File: src/rtl/mips_multicycle_control_if.sv
// Control bundle between the multicycle MIPS control FSM and its datapath.
// master = controller (drives enables/selects), slave = datapath (drives opcode/mem_ready).
interface mips_multicycle_control_if;
  logic [5:0] opcode;
  logic       mem_ready;
  logic       pc_write;
  logic       pc_write_cond;
  logic       iord;
  logic       mem_read;
  logic       mem_write;
  logic       ir_write;
  logic       mem_to_reg;
  logic       reg_dst;
  logic       reg_write;
  logic       alu_src_a;
  logic [1:0] alu_src_b;
  logic [1:0] alu_op;
  logic [1:0] pc_src;
  logic       sign_extend;
  logic [3:0] state;
  logic       stall_err;

  modport master (
    input  opcode, mem_ready,
    output pc_write, pc_write_cond, iord, mem_read, mem_write, ir_write,
           mem_to_reg, reg_dst, reg_write, alu_src_a, alu_src_b, alu_op,
           pc_src, sign_extend, state, stall_err
  );

  modport slave (
    output opcode, mem_ready,
    input  pc_write, pc_write_cond, iord, mem_read, mem_write, ir_write,
           mem_to_reg, reg_dst, reg_write, alu_src_a, alu_src_b, alu_op,
           pc_src, sign_extend, state, stall_err
  );
endinterface

File: src/rtl/mips_multicycle_control.sv
// Multicycle MIPS32 control FSM: 3-5 cycles per instruction plus one per memory wait.
// Outputs decode from registered state; FETCH/MEMRD/MEMWR hold until mem_ready.
module mips_multicycle_control #(
  parameter int unsigned FETCH_WAIT_MAX = 0
) (
  input logic                      clk,
  input logic                      reset,
  mips_multicycle_control_if.master ctl
);

  typedef enum logic [3:0] {
    FETCH   = 4'd0,  DECODE = 4'd1,  MEMADR = 4'd2, MEMRD = 4'd3,
    MEMWB   = 4'd4,  MEMWR  = 4'd5,  EXEC   = 4'd6, ALUWB = 4'd7,
    BRANCH  = 4'd8,  IMMEXEC = 4'd9, IMMWB  = 4'd10, JUMP = 4'd11
  } state_e;

  localparam logic [5:0] OP_RTYPE = 6'b000000;
  localparam logic [5:0] OP_J     = 6'b000010;
  localparam logic [5:0] OP_BEQ   = 6'b000100;
  localparam logic [5:0] OP_ADDI  = 6'b001000;
  localparam logic [5:0] OP_SLTI  = 6'b001010;
  localparam logic [5:0] OP_ANDI  = 6'b001100;
  localparam logic [5:0] OP_ORI   = 6'b001101;
  localparam logic [5:0] OP_LW    = 6'b100011;
  localparam logic [5:0] OP_SW    = 6'b101011;

  localparam logic [15:0] WAIT_MAX = 16'(FETCH_WAIT_MAX);

  logic [3:0]  state_q, state_d;
  logic [5:0]  op_q, op_d;
  logic [15:0] wait_cnt_q, wait_cnt_d;
  logic        stall_err_q, stall_err_d;

  always_ff @(posedge clk) begin
    if (reset) begin
      state_q     <= FETCH;
      op_q        <= '0;
      wait_cnt_q  <= '0;
      stall_err_q <= 1'b0;
    end else begin
      state_q     <= state_d;
      op_q        <= op_d;
      wait_cnt_q  <= wait_cnt_d;
      stall_err_q <= stall_err_d;
    end
  end

  always_comb begin
    state_d     = state_q;
    op_d        = op_q;
    wait_cnt_d  = wait_cnt_q;
    stall_err_d = stall_err_q;
    case (state_q)
      FETCH: begin
        // Counter measures the wait of the current fetch only; it saturates.
        if (WAIT_MAX != 16'd0 && wait_cnt_q == WAIT_MAX) stall_err_d = 1'b1;
        if (ctl.mem_ready) begin
          state_d    = DECODE;
          wait_cnt_d = '0;
        end else if (wait_cnt_q != 16'hFFFF) begin
          wait_cnt_d = wait_cnt_q + 16'd1;
        end
      end
      DECODE: begin
        op_d = ctl.opcode;
        case (ctl.opcode)
          OP_LW, OP_SW:                      state_d = MEMADR;
          OP_RTYPE:                          state_d = EXEC;
          OP_BEQ:                            state_d = BRANCH;
          OP_J:                              state_d = JUMP;
          OP_ADDI, OP_ANDI, OP_ORI, OP_SLTI: state_d = IMMEXEC;
          default:                           state_d = FETCH;
        endcase
      end
      MEMADR:  state_d = (op_q == OP_LW) ? MEMRD : MEMWR;
      MEMRD:   state_d = ctl.mem_ready ? MEMWB : MEMRD;
      MEMWR:   state_d = ctl.mem_ready ? FETCH : MEMWR;
      EXEC:    state_d = ALUWB;
      IMMEXEC: state_d = IMMWB;
      default: state_d = FETCH;
    endcase
  end

  always_comb begin
    ctl.pc_write      = 1'b0;
    ctl.pc_write_cond = 1'b0;
    ctl.iord          = 1'b0;
    ctl.mem_read      = 1'b0;
    ctl.mem_write     = 1'b0;
    ctl.ir_write      = 1'b0;
    ctl.mem_to_reg    = 1'b0;
    ctl.reg_dst       = 1'b0;
    ctl.reg_write     = 1'b0;
    ctl.alu_src_a     = 1'b0;
    ctl.alu_src_b     = 2'b00;
    ctl.alu_op        = 2'b00;
    ctl.pc_src        = 2'b00;
    ctl.sign_extend   = 1'b1;
    case (state_q)
      FETCH: begin
        ctl.mem_read  = 1'b1;
        ctl.alu_src_b = 2'b01;
        ctl.ir_write  = ctl.mem_ready;
        ctl.pc_write  = ctl.mem_ready;
      end
      DECODE: ctl.alu_src_b = 2'b11;
      MEMADR: begin
        ctl.alu_src_a = 1'b1;
        ctl.alu_src_b = 2'b10;
      end
      MEMRD: begin
        ctl.mem_read = 1'b1;
        ctl.iord     = 1'b1;
      end
      MEMWB: begin
        ctl.reg_write  = 1'b1;
        ctl.mem_to_reg = 1'b1;
      end
      MEMWR: begin
        ctl.mem_write = 1'b1;
        ctl.iord      = 1'b1;
      end
      EXEC: begin
        ctl.alu_src_a = 1'b1;
        ctl.alu_op    = 2'b10;
      end
      ALUWB: begin
        ctl.reg_write = 1'b1;
        ctl.reg_dst   = 1'b1;
      end
      BRANCH: begin
        ctl.alu_src_a     = 1'b1;
        ctl.alu_op        = 2'b01;
        ctl.pc_write_cond = 1'b1;
        ctl.pc_src        = 2'b01;
      end
      IMMEXEC: begin
        // andi/ori take a zero-extended immediate; addi/slti sign-extend.
        ctl.alu_src_a   = 1'b1;
        ctl.alu_src_b   = 2'b10;
        ctl.alu_op      = (op_q == OP_ADDI) ? 2'b00 : 2'b11;
        ctl.sign_extend = !(op_q == OP_ANDI || op_q == OP_ORI);
      end
      IMMWB:  ctl.reg_write = 1'b1;
      JUMP: begin
        ctl.pc_write = 1'b1;
        ctl.pc_src   = 2'b10;
      end
      default: ;
    endcase
  end

  assign ctl.state     = state_q;
  assign ctl.stall_err = stall_err_q;

endmodule

File: src/flat_wrapper.sv
// flat-port wrapper written by rule: the top's interface ports become plain ports
module mips_multicycle_control_flat 
#(
  parameter int unsigned FETCH_WAIT_MAX = 0
)
  (clk, reset, ctl_opcode, ctl_mem_ready, ctl_pc_write, ctl_pc_write_cond, ctl_iord, ctl_mem_read, ctl_mem_write, ctl_ir_write, ctl_mem_to_reg, ctl_reg_dst, ctl_reg_write, ctl_alu_src_a, ctl_alu_src_b, ctl_alu_op, ctl_pc_src, ctl_sign_extend, ctl_state, ctl_stall_err);
  mips_multicycle_control_if ctl_i ();
  input logic clk;
  input logic reset;
  input wire logic [$bits(ctl_i.opcode)-1:0] ctl_opcode;
  input wire logic [$bits(ctl_i.mem_ready)-1:0] ctl_mem_ready;
  output wire logic [$bits(ctl_i.pc_write)-1:0] ctl_pc_write;
  output wire logic [$bits(ctl_i.pc_write_cond)-1:0] ctl_pc_write_cond;
  output wire logic [$bits(ctl_i.iord)-1:0] ctl_iord;
  output wire logic [$bits(ctl_i.mem_read)-1:0] ctl_mem_read;
  output wire logic [$bits(ctl_i.mem_write)-1:0] ctl_mem_write;
  output wire logic [$bits(ctl_i.ir_write)-1:0] ctl_ir_write;
  output wire logic [$bits(ctl_i.mem_to_reg)-1:0] ctl_mem_to_reg;
  output wire logic [$bits(ctl_i.reg_dst)-1:0] ctl_reg_dst;
  output wire logic [$bits(ctl_i.reg_write)-1:0] ctl_reg_write;
  output wire logic [$bits(ctl_i.alu_src_a)-1:0] ctl_alu_src_a;
  output wire logic [$bits(ctl_i.alu_src_b)-1:0] ctl_alu_src_b;
  output wire logic [$bits(ctl_i.alu_op)-1:0] ctl_alu_op;
  output wire logic [$bits(ctl_i.pc_src)-1:0] ctl_pc_src;
  output wire logic [$bits(ctl_i.sign_extend)-1:0] ctl_sign_extend;
  output wire logic [$bits(ctl_i.state)-1:0] ctl_state;
  output wire logic [$bits(ctl_i.stall_err)-1:0] ctl_stall_err;
  assign ctl_i.opcode = ctl_opcode;
  assign ctl_i.mem_ready = ctl_mem_ready;
  assign ctl_pc_write = ctl_i.pc_write;
  assign ctl_pc_write_cond = ctl_i.pc_write_cond;
  assign ctl_iord = ctl_i.iord;
  assign ctl_mem_read = ctl_i.mem_read;
  assign ctl_mem_write = ctl_i.mem_write;
  assign ctl_ir_write = ctl_i.ir_write;
  assign ctl_mem_to_reg = ctl_i.mem_to_reg;
  assign ctl_reg_dst = ctl_i.reg_dst;
  assign ctl_reg_write = ctl_i.reg_write;
  assign ctl_alu_src_a = ctl_i.alu_src_a;
  assign ctl_alu_src_b = ctl_i.alu_src_b;
  assign ctl_alu_op = ctl_i.alu_op;
  assign ctl_pc_src = ctl_i.pc_src;
  assign ctl_sign_extend = ctl_i.sign_extend;
  assign ctl_state = ctl_i.state;
  assign ctl_stall_err = ctl_i.stall_err;
  mips_multicycle_control #(.FETCH_WAIT_MAX(FETCH_WAIT_MAX)) u_core (.clk(clk), .reset(reset), .ctl(ctl_i));
endmodule
File: config.mk
export PLATFORM = sky130hd
export DESIGN_NAME = mips_multicycle_control_flat
export DESIGN_NICKNAME = d
export VERILOG_FILES = /design/src/rtl/mips_multicycle_control_if.sv /design/src/rtl/mips_multicycle_control.sv /design/src/flat_wrapper.sv
export SDC_FILE = /design/constraint.sdc
export NUM_CORES = 1
export LEC_CHECK = 0
export CAP_MARGIN = 40
export CORE_MARGIN = 5
export CORE_UTILIZATION = 40
export DETAILED_ROUTE_END_ITERATION = 8
export PLACE_DENSITY = 0.74
export SYNTH_ARGS = -nofsm -noshare
export SYNTH_HDL_FRONTEND = slang
export SYNTH_SLANG_ARGS = --single-unit
export TNS_END_PERCENT = 20
File: constraint.sdc
create_clock -name clk -period 1.4 [get_ports clk]
set_input_delay 0.21 -clock clk [delete_from_list [all_inputs] [get_ports clk]]
set_output_delay 0.21 -clock clk [all_outputs]
set_load 0.02 [all_outputs]
After elaboration in Yosys (flattened, before gate mapping)
Cells that the tools add are included.
{"block": "totals", "ff_bits": 10}
{"block": "op_classes", "n_eq_ne": 24, "n_mux": 21, "reduce_logical": 11}
{"cell": "equality test 6 x 4 -> 1 bit (second input constant)", "n": 7}
{"cell": "one-hot mux 4 bit (7 select lines)", "n": 1}
{"cell": "one-hot mux 4 bit (5 select lines)", "n": 1}
{"cell": "equality test 6 bit (second input constant)", "n": 3}
{"cell": "equality test 4 x 3 -> 1 bit (second input constant)", "n": 4}
{"cell": "equality test 4 bit (second input constant)", "n": 4}
{"cell": "one-hot mux 2 bit (3 select lines)", "n": 2}
{"cell": "two-way mux 1 bit", "n": 10}
{"cell": "two-way mux 3 bit", "n": 3}
{"cell": "equality test 4 x 2 -> 1 bit (second input constant)", "n": 2}
{"cell": "OR reduction 2 bit", "n": 4}
{"cell": "OR reduction 4 bit", "n": 2}
{"cell": "equality test 6 x 2 -> 1 bit (second input constant)", "n": 1}
{"cell": "equality test 6 x 3 -> 1 bit (second input constant)", "n": 1}
{"cell": "logical NOT 6 bit", "n": 1}
{"cell": "equality test 4 x 1 -> 1 bit (second input constant)", "n": 1}
{"cell": "logical NOT 4 bit", "n": 1}
{"cell": "two-way mux 4 bit", "n": 1}
{"cell": "one-hot mux 2 bit (2 select lines)", "n": 1}
{"cell": "OR reduction 3 bit", "n": 1}
{"cell": "two-way mux 2 bit", "n": 1}
{"cell": "inequality test 2 bit (second input constant)", "n": 1}
{"cell": "one-hot mux 1 bit (2 select lines)", "n": 1}
{"cell": "logical NOT 1 bit", "n": 1}
{"cell": "logical OR 1 bit", "n": 1}

Longest topological paths before layout
Gate-level depths: netlist of run 1.
{"block": "depth", "word_depth": 4, "depth_mapped": 6, "depth_no_buf": 4}

Worst setup path after synthesis of run 1
Ideal clock, no wire load.
{"block": "synth_path", "path_kind": "register to output", "startpoint": "reg u_core.state_q[3], in the netlist u_core.ctl.state[3]", "endpoint": "out ctl_pc_write", "t_arrival_ns": 1.668, "t_required_ns": 1.190, "setup_slack_ns": -0.478, "path_stages_with_launch": 5, "cell_sequence": "dfxtp_1 buf_2 inv_1 nor3_1 or2_2"}
{"block": "synth_via", "elab_chain_cells": 2, "word_cells_on_any_way": 3, "classes_between": "eq/ne (1); mux (1); reduce/logical (1)"}
{"element": "from (decl)", "line": "mips_multicycle_control.sv:29", "source": "logic [3:0] state_q, state_d;"}
{"element": "from (signal assigned)", "line": "mips_multicycle_control.sv:41", "source": "state_q <= state_d;"}
{"element": "equality test 4 bit or logical NOT 4 bit (tied branches)", "line": "mips_multicycle_control.sv:99", "source": "case (state_q)"}
{"element": "one-hot mux 1 bit (2 select lines) (*)", "line": "mips_multicycle_control.sv:99"}
{"element": "to (decl)", "line": "flat_wrapper.sv:12", "source": "output wire logic [$bits(ctl_i.pc_write)-1:0] ctl_pc_write;"}
Every way passes the cells marked *; elsewhere a longest branch is shown, timed or not.

Worst setup path in the final report of run 1
{"block": "layout_path", "startpoint": "reg u_core.state_q[1], in the netlist u_core.ctl.state[1]", "endpoint": "out ctl_alu_src_b[1]"}
{"block": "layout_via", "elab_chain_cells": 3, "word_cells_on_any_way": 6, "classes_between": "eq/ne (3); mux (1); reduce/logical (2)"}
{"element": "equality test 4 x 2 -> 1 bit or equality test 4 bit (tied branches)", "line": "mips_multicycle_control.sv:99"}
{"element": "OR reduction 2 bit (no source line)"}
{"element": "one-hot mux 2 bit (3 select lines) (*)", "line": "mips_multicycle_control.sv:99"}
{"element": "to (decl)", "line": "flat_wrapper.sv:22", "source": "output wire logic [$bits(ctl_i.alu_src_b)-1:0] ctl_alu_src_b;"}
Marked as above.

==> flow_summary.ini, run 1 <==
[outcome]
status = finished, violations left
violations = setup timing

[logic_synthesis]
synth_top_family_by_area = simple AND/OR/NAND/NOR gates
synth.ff_latch_count = 10
synth-xor-area-share_pct = 2.20
synthAdderAreaFrac_pct = 0
muxShareOfSynthArea_pct = 1.89
synth_warnings = 0
synth_area_leaders = dfxtp_1 25%, nand2_1 7.1%, nand2b_1 6.3%
synth_area_um2 = 795
synth_edf_count = 0
yosys.cell_types.count = 36
synth_top_area_share_pct = 25.2
yosysMostFrequentCell = nand2_1
async_flop_share_pct = 0
synth-main-ff-cell = dfxtp_1
syn-num-nets = 118
synth-compound-area-share_pct = 23.0
synth_common_cells = 15 x nand2_1, 10 x dfxtp_1, 10 x nor2_1
syn_area_per_cell_um2 = 7.29
synth-simple-area-share_pct = 39.1
ys_seq_area_share_pct = 25.2
netlist_instances = 109
synth_largest_area_cell = dfxtp_1

[finish]
drive_above_1_share_pct = 62.4
design_area_um2 = 1670
diodes = 0
area_growth_pct = 111
final_util_pct = 87.1
instances_no_fill = 208
nets = 191

[place]
dp.cells = 198
dpl_cell_area_um2 = 1420
gp_congestion = 0.796
place_ws_ns = -0.470
dpl.hpwl_um = 2270
portBuffers = 29

[cts]
clkLatencyLatePin_ns = 0.27
cts_root_buf = clkbuf_4
htree_levels = 1
clk_path_buf_depth = 2
clk_transition_reported_paths_ns = 0.07
cts_tree = built
cts_made_buffers = 3
clock-sinks = 10

[sta]
clock.fmax_ghz = 0.607
slew_viol_final = 0
rsz0062_at_grt = yes
hold_viol = 0
fin_crit_sh_pct = 118
clock_skew_ns = 0.00152
hold_slack_ns = 0.510
fin_crit_ns = 1.65
finalSetupViolCount = 27
setup_ws_ns = -0.247
tns_ns = -2.82

[critical_path]
crit_top_cell = buf_6
cp_top_family = buffers and inverters
critPathMaxStageDelay_ns = 0.37
worstPathRequired_ns = 1.19
slowest_stage = dfxtp_4
cp_cell_sequence = buf_8, buf_6, buf_6, nand2b_4, a21oi_2, buf_4
worstPathArrival_ns = 1.44
crit_path_end_kind = primary output
cp_max_fo = 6
startpoint_type = flip-flop
path_class = flip-flop to primary output
crit_buf_inv = 4

[run]
max-cap-violations = 0

[drt]
dr.pass1.iters = 4
wl_um = 3800
drc = 0
vias = 1165
drt_iter0_drc = 58
post_drt_wl_per_cell_um = 18.3
viasPerCell = 5.60
ant_nets = 0

[power]
comb_power_share_pct = 43.1
internal_power_mw = 0.682
ir_drop_v = 0.000467
power_density_nw_per_um2 = 623
seqPwrFrac_pct = 31.4
switching_share_pct = 34.6
p_total_mw = 1.04
clkPwrFrac_pct = 25.5
p_sw_mw = 0.361
leakagePower_nw = 0.751

[die]
die_w_um = 54.6
fp.dieH_um = 54.6
num_rows = 16
core_um2 = 1920
ios = 31
dieArea_um2 = 2980
initial_core_util_pct = 41.3

[grt]
antenna_found_initial = 0
grt_pass1_vias = 1119
grt_overflow_total = 0
grt_start_max_net_pins = 11
track_usage_pct = 23.9
grt_pass1_wl_um = 5060

[hold_path]
hold_path.class = primary input to flip-flop
## placed cells by master, fill, tap and decap left out, types with 2 or more instances in the layout
cell,count
dfxtp_1,4
nand2b_4,5
nand2_1,14
nor2_1,6
nand3_1,3
nor2b_1,2
nor2_4,4
buf_6,16
buf_4,47
a21oi_1,7
clkdlybuf4s50_1,7
nand2b_1,2
dlygate4sd2_1,2
a31oi_2,2
dfxtp_2,3
inv_2,2
or2_4,2
a31oi_1,2
dfxtp_4,3
clkdlybuf4s15_1,2
nor3_4,3
clkbuf_4,3
nor3_2,4
## routing by layer
metal | global-route usage, % | share of wire, % | vias to the layer above | wire length, um
met5 | 0 | 0 | - | 0
met4 | 10.8 | 4.8 | 0 | 184
met3 | 4.09 | 6.7 | 19 | 254
met2 | 43.8 | 53 | 71 | 2030
met1 | 26.5 | 35 | 540 | 1330
li1 | - | - | 535 | -
## power groups by stage
stage | Combinational (mW) | Sequential [mW] | Clock, mW
after global placement | 0.365 | 0.324 | 0
after detailed placement | 0.377 | 0.324 | 0
after floorplan | 0.167 | 0.334 | 0
after global routing | 0.474 | 0.330 | 0.286
final | 0.449 | 0.328 | 0.266
after CTS | 0.401 | 0.320 | 0.268
## area by class of cell
cell class                      instances  area (um2)
Multi-Input combinational cell         87         706
Timing Repair Buffer                   77         672
Fill cell                             100         248
Sequential cell                        10         215
Clock buffer                            4        36.3
Tap cell                               27        33.8
Inverter                                3        11.3
## logic make-up after synthesis
kind of cell,after synthesis
multiplexers,1
flip-flops,10
AND/OR/NAND/NOR,57
other,1
XOR/XNOR,2
buffers and inverters,12
AO/OA/AOI/OAI,26
## sequential cells by signal (all words and copies together), names as in the netlist
signal / cells
u_core.ctl.state: 4
u_core.op_q: 6
## timing repair
item                       CTS  global route
resized for setup          120            32
hold buffers                 0             0
setup endpoints to repair   25            28
cloned                       0             0
setup buffers                1             5
pin swaps                    7             9
## worst reg2reg max path, delay by kind of cell, from the launching register on
| kind | cells | cell delay, ns |
|---|---|---|
| simple gates | 1 | 0.30 |
| compound gates | 2 | 0.40 |
| buf+inv | 4 | 0.43 |
| flops | 1 | 0.39 |
## worst paths after layout
| path | start | to | slack (ns) | depth (start not counted) |
|---|---|---|---|---|
| setup / recovery | u_core.ctl.state[1]$_SDFFE_PP0P_ | ctl_alu_src_b[1] | -0.25 | 6 |
| setup reg to reg | u_core.ctl.state[1]$_SDFFE_PP0P_ | u_core.ctl.state[2]$_SDFFE_PP0P_ | -0.19 | 7 |
| hold reg to reg | u_core.op_q[5]$_SDFFE_PP0P_ | u_core.op_q[5]$_SDFFE_PP0P_ | 0.62 | 3 |
| hold / removal | ctl_opcode[2] | u_core.op_q[2]$_SDFFE_PP0P_ | 0.51 | 4 |
No activity file was read; power rests on OpenSTA's default activity.
==> run 2: changes to the inputs <==
--- a/config.mk
+++ b/config.mk
@@ -6,10 +6,11 @@
 export NUM_CORES = 1
 export LEC_CHECK = 0
 export CAP_MARGIN = 40
-export CORE_MARGIN = 5
 export CORE_UTILIZATION = 40
 export DETAILED_ROUTE_END_ITERATION = 8
+export GPL_TIMING_DRIVEN = 0
 export PLACE_DENSITY = 0.74
+export SLEW_MARGIN = 20
 export SYNTH_ARGS = -nofsm -noshare
 export SYNTH_HDL_FRONTEND = slang
 export SYNTH_SLANG_ARGS = --single-unit
==> run 2 against run 1 <==
The flow still finishes with violations (setup timing). Clock skew increased by 0.0029 ns. Critical path type unchanged. Non-clock buffer count decreased by 31. Worst hold slack got worse by 0.21 ns. Combinational power decreased by 25%. Largest cell class unchanged. Sequential power about the same. Clock power increased by 3%. Die area decreased by 27%. Routed wire length decreased by 31%. Flip-flop and latch count unchanged. Cell area decreased by 19%. Final cell count decreased by 16%.
==> flow_summary.ini, run 2 (same netlist as run 1, synthesis figures left out) <==
[outcome]
status = finished, violations left
violations = setup timing

[critical_path]
path_depth = 5
r2r_setup_slack_ns = -0.02
cp_top_family = flip-flops
worstPathRequired_ns = 1.19
critPathMaxStageDelay_ns = 0.37
path_class = flip-flop to primary output
crit_buf_inv = 2
cp_cell_sequence = clkbuf_16, xor2_2, nor2_1, a32o_1, buf_2
startpoint_type = flip-flop
worst_r2r_path_depth = 6
cp_max_fo = 5
crit_path_end_kind = primary output
slowest_stage = dfxtp_4
worstPathArrival_ns = 1.40

[sta]
hold_viol = 0
setup_ws_ns = -0.212
rsz0062_at_grt = yes
clock_skew_ns = 0.00445
slew_viol_final = 0
fin_crit_ns = 1.61
clock.fmax_ghz = 0.620
finalSetupViolCount = 17
hold_slack_ns = 0.301
fin_crit_sh_pct = 115

[grt]
track_usage_pct = 25.5
grt_start_max_net_pins = 11
grt_pass1_vias = 816
grt_pass1_wl_um = 3900
grt_overflow_total = 0
antenna_found_initial = 0

[die]
ios = 31
initial_core_util_pct = 44.1
fp.dieH_um = 46.6
num_rows = 15
dieArea_um2 = 2170
core_um2 = 1800
die_w_um = 46.6

[power]
leakagePower_nw = 0.577
ir_drop_v = 0.000532
power_density_nw_per_um2 = 688

[finish]
final_util_pct = 75.2
drive_above_1_share_pct = 46.0
nets = 160
fillers = 136
final_cell_mix = 17 x buf_4, 14 x nand2_1, 8 x buf_6
final_common_cell = buf_4
regMostFlops = u_core.op_q
area_growth_pct = 70.6
diodes = 0
largest_reg_flops = 6

[cts]
htree_levels = 1
clk_path_buf_depth = 2
cts_root_buf = clkbuf_4
cts_tree = built
clkLatencyLatePin_ns = 0.27
cts_made_buffers = 3
clock-sinks = 10
clk_transition_reported_paths_ns = 0.07
cts_hold_buf = 0

[place]
dpl.hpwl_um = 1710
gp_congestion = 0.766
portBuffers = 28

[drt]
wl_um = 2630
post_drt_wl_per_cell_um = 15.0
dr.pass1.iters = 4
vias = 1000
ant_nets = 0
viasPerCell = 5.71
drt_iter0_drc = 37
drc = 0

[hold_path]
holdPathStages = 2
hold_path.class = primary input to flip-flop

[run]
max-cap-violations = 0
run 2: cell types whose count changed in the layout (fill, tap and decap cells not counted), sizes merged:
cell	change
buf	-31
dlygate4sd2	+5
clkdlybuf4s15	-3
clkdlybuf4s50	-3
clkbuf	+1
run 2: timing repair:
action	in CTS	in global routing
setup buffers	4	4
endpoints found under the setup margin	23	26
cloned	0	2
resized for setup	115	13
pin swaps	3	3
run 2: worst paths after layout:
check / start / to
min: reset / u_core.op_q[1]$_SDFFE_PP0P_
min reg2reg: u_core.op_q[5]$_SDFFE_PP0P_ / u_core.op_q[5]$_SDFFE_PP0P_
max: u_core.ctl.state[1]$_SDFFE_PP0P_ / ctl_reg_write
max reg2reg: u_core.ctl.state[0]$_SDFFE_PP0P_ / u_core.ctl.state[2]$_SDFFE_PP0P_
run 2: layout make-up:
type,count,area [um2],area share (%)
Buffer,8,82.6,6.09
Clock buffer,4,36.3,2.68
Inverter,3,11.3,0.831
Tap cell,25,31.3,2.31
Timing Repair Buffer,38,325,24.0
Multi-Input combinational cell,87,653,48.2
Sequential cell,10,215,15.9
run 2: through the flow:
step	worst slack [ns]	instance area (um2)	cells	setup TNS (ns)	power, mW
final	-0.212	1360	175	-1.93	0.932
after global routing	-0.277	1360	175	-2.99	0.977
after CTS	-0.220	1260	170	-2.02	0.897
after detailed placement	-0.547	1150	162	-7.27	0.610
after global placement	-0.520	1150	162	-6.95	0.606
after floorplan	-0.0320	841	109	-0.0832	0.502
run 2: worst register-to-register path, cell delays in order (launching register included):
cell and delay (ns):
dfxtp_4 0.37, buf_8 0.11, buf_4 0.12, nor2b_1 0.26, nand3_1 0.11, a31o_2 0.23, a31oi_1 0.13
run 2: metal layers:
metal  wire length, um  track usage, %  share of wire, %  vias to the layer above
li1                  -               -                 -                      468
met1              1100            35.4                42                      475
met2              1270            38.9                48                       49
met3               201            7.06               7.6                        8
met4                57            5.29               2.2                        0
met5                 0               0                 0                        -
run 2: where the power goes:
group / total (mW) / internal, mW / switching (mW)
combinational: 0.335 / 0.152 / 0.183
sequential: 0.325 / 0.300 / 0.0247
clock: 0.273 / 0.158 / 0.114
==> run 3: changes to the inputs <==
==> constraint.sdc (replaced) <==
create_clock -name clk -period 1.81 [get_ports clk]
set_input_delay 0.2715 -clock clk [delete_from_list [all_inputs] [get_ports clk]]
set_output_delay 0.2715 -clock clk [all_outputs]
set_load 0.02 [all_outputs]
==> run 3 against run 2 <==
The run now ends clean. Routed wire length is 17% lower. Count of clock-buffer cells in the layout stayed put. Cell area is 13% lower. Via count is 12% lower. Largest cell class unchanged. Highest routed layer is now met3.
==> flow_summary.ini, run 3 (same netlist as run 1, synthesis figures left out) <==
[finish]
design_area_um2 = 1180
regMostFlops = u_core.op_q
diodes = 0
final_common_cell = nand2_1
nets = 151
largest_reg_flops = 6
drive_above_1_share_pct = 29.1
final_cell_mix = 15 x nand2_1, 11 x clkdlybuf4s50_1, 8 x nor2_1, 8 x a21oi_1, 7 x dfxtp_1
regArea_um2 = 209
instances_no_fill = 166
area_growth_pct = 48.5
multi_input_area_um2 = 564
fillers = 183

[power]
seqPwrFrac_pct = 38.3
switching_share_pct = 32.7
clkPwrFrac_pct = 30.6
leakagePower_nw = 0.486
internal_power_mw = 0.446
p_sw_mw = 0.216
ir_drop_v = 0.000479
power_density_nw_per_um2 = 562
comb_power_share_pct = 31.1

[sta]
finalSetupViolCount = 0
clock_skew_ns = 0.00411
hold_viol = 0
slew_viol_final = 0
rsz0062_at_grt = yes
fin_crit_sh_pct = 96.5
fin_crit_ns = 1.75
clock.fmax_ghz = 0.573

[grt]
track_usage_pct = 21.9
grt_pass1_vias = 723
grt_start_max_net_pins = 11
grt_overflow_total = 0
antenna_found_initial = 0
grt_pass1_wl_um = 3310

[drt]
dr.pass1.iters = 4
vias = 883
wl_um = 2190
drc = 0
post_drt_wl_per_cell_um = 13.2
ant_nets = 0
drt_iter0_drc = 26
viasPerCell = 5.32

[die]
die_w_um = 46.6
core_um2 = 1800
fp.dieH_um = 46.6
ios = 31
dieArea_um2 = 2170
initial_core_util_pct = 44.1
num_rows = 15

[critical_path]
cp_cell_sequence = buf_6, nor2_1, and3_1, or2_2, buf_6
path_class = flip-flop to primary output
worstPathArrival_ns = 1.48
path_depth = 5
startpoint_type = flip-flop
worstPathRequired_ns = 1.54
cp_max_fo = 10
cp_top_family = simple AND/OR/NAND/NOR gates
critPathMaxStageDelay_ns = 0.39
worst_r2r_path_depth = 5
crit_buf_inv = 2
crit_path_end_kind = primary output
crit_top_cell = buf_6
slowest_stage = dfxtp_4

[place]
portBuffers = 28
dp.cells = 162
dpl_cell_area_um2 = 1110
gp_congestion = 0.805
dpl.hpwl_um = 1640

[run]
max-cap-violations = 0

[hold_path]
holdPathStages = 2
hold_path.class = primary input to flip-flop

[cts]
clk_path_buf_depth = 2
clkLatencyLatePin_ns = 0.27
cts_tree = built
clk_transition_reported_paths_ns = 0.07
cts_root_buf = clkbuf_4
clock-sinks = 10
cts_made_buffers = 3
htree_levels = 1
cts_hold_buf = 0

[outcome]
status = complete, no violations
[run 3: cell count changes in the layout (fill, tap and decap cells not counted), sizes merged]
cell,delta
clkdlybuf4s15,+3
buf,-20
clkdlybuf4s50,+7
dlygate4sd2,-1
clkbuf,+2
[run 3: power by group through the flow]
stage	Clock (mW)	Combinational, mW	Sequential [mW]
CTS	0.207	0.201	0.253
finish	0.203	0.206	0.254
floorplan	0	0.120	0.256
global placement	0	0.202	0.255
detailed placement	0	0.204	0.255
global route	0.229	0.224	0.255
[run 3: final cells by class]
class	instances	share of cell area (%)
Sequential cell	10	17.7
Inverter	3	0.954
Timing Repair Buffer	28	20.8
Multi-Input combinational cell	87	47.8
Clock buffer	4	3.08
Tap cell	25	2.65
Buffer	9	7.00
[run 3: repair_timing]
item                                   4_1_cts  5_1_grt
resized for setup                           49       18
pin swaps                                    0        0
setup buffers                                0        0
setup endpoints to repair                   17       11
endpoints found under the hold margin        0        0
[run 3: path summary, 6_finish.rpt]
check / from / to / slack (ns)
min: reset / u_core.op_q[5]$_SDFFE_PP0P_ / 0.36
max reg2reg: u_core.ctl.state[0]$_SDFFE_PP0P_ / u_core.ctl.state[2]$_SDFFE_PP0P_ / 0.48
max: u_core.ctl.state[0]$_SDFFE_PP0P_ / ctl_pc_write / 0.06
min reg2reg: u_core.op_q[3]$_SDFFE_PP0P_ / u_core.op_q[3]$_SDFFE_PP0P_ / 0.48
[run 3: worst register-to-register path, stage by stage (launching register included)]
cell	delay [ns]
dfxtp_4	0.39
buf_6	0.14
nor2b_1	0.25
nand3_1	0.12
a31o_2	0.25
a31oi_1	0.11
[run 3: through the flow]
step	setup TNS, ns	util [%]	hold slack, ns	total power [mW]	setup slack (ns)
final	0	65.5	0.356	0.663	0.0633
after global routing	-0.0317	65.5	0.376	0.708	-0.0198
after CTS	-0.206	65.1	0.354	0.660	-0.115
after detailed placement	-1.83	61.7	0.473	0.459	-0.300
after global placement	-1.60	61.7	0.468	0.456	-0.270
after floorplan	-0.0741	-	0.407	0.376	-0.0615
[run 3: layer usage]
metal | track usage [%] | part of all wire [%] | vias up | wire length, um
met5 | 0 | 0 | - | 0
met2 | 34.7 | 49 | 21 | 1060
li1 | - | - | 455 | -
met4 | 1.76 | 0 | 0 | 0
met1 | 29.1 | 47 | 407 | 1020
met3 | 8.24 | 4.7 | 0 | 103
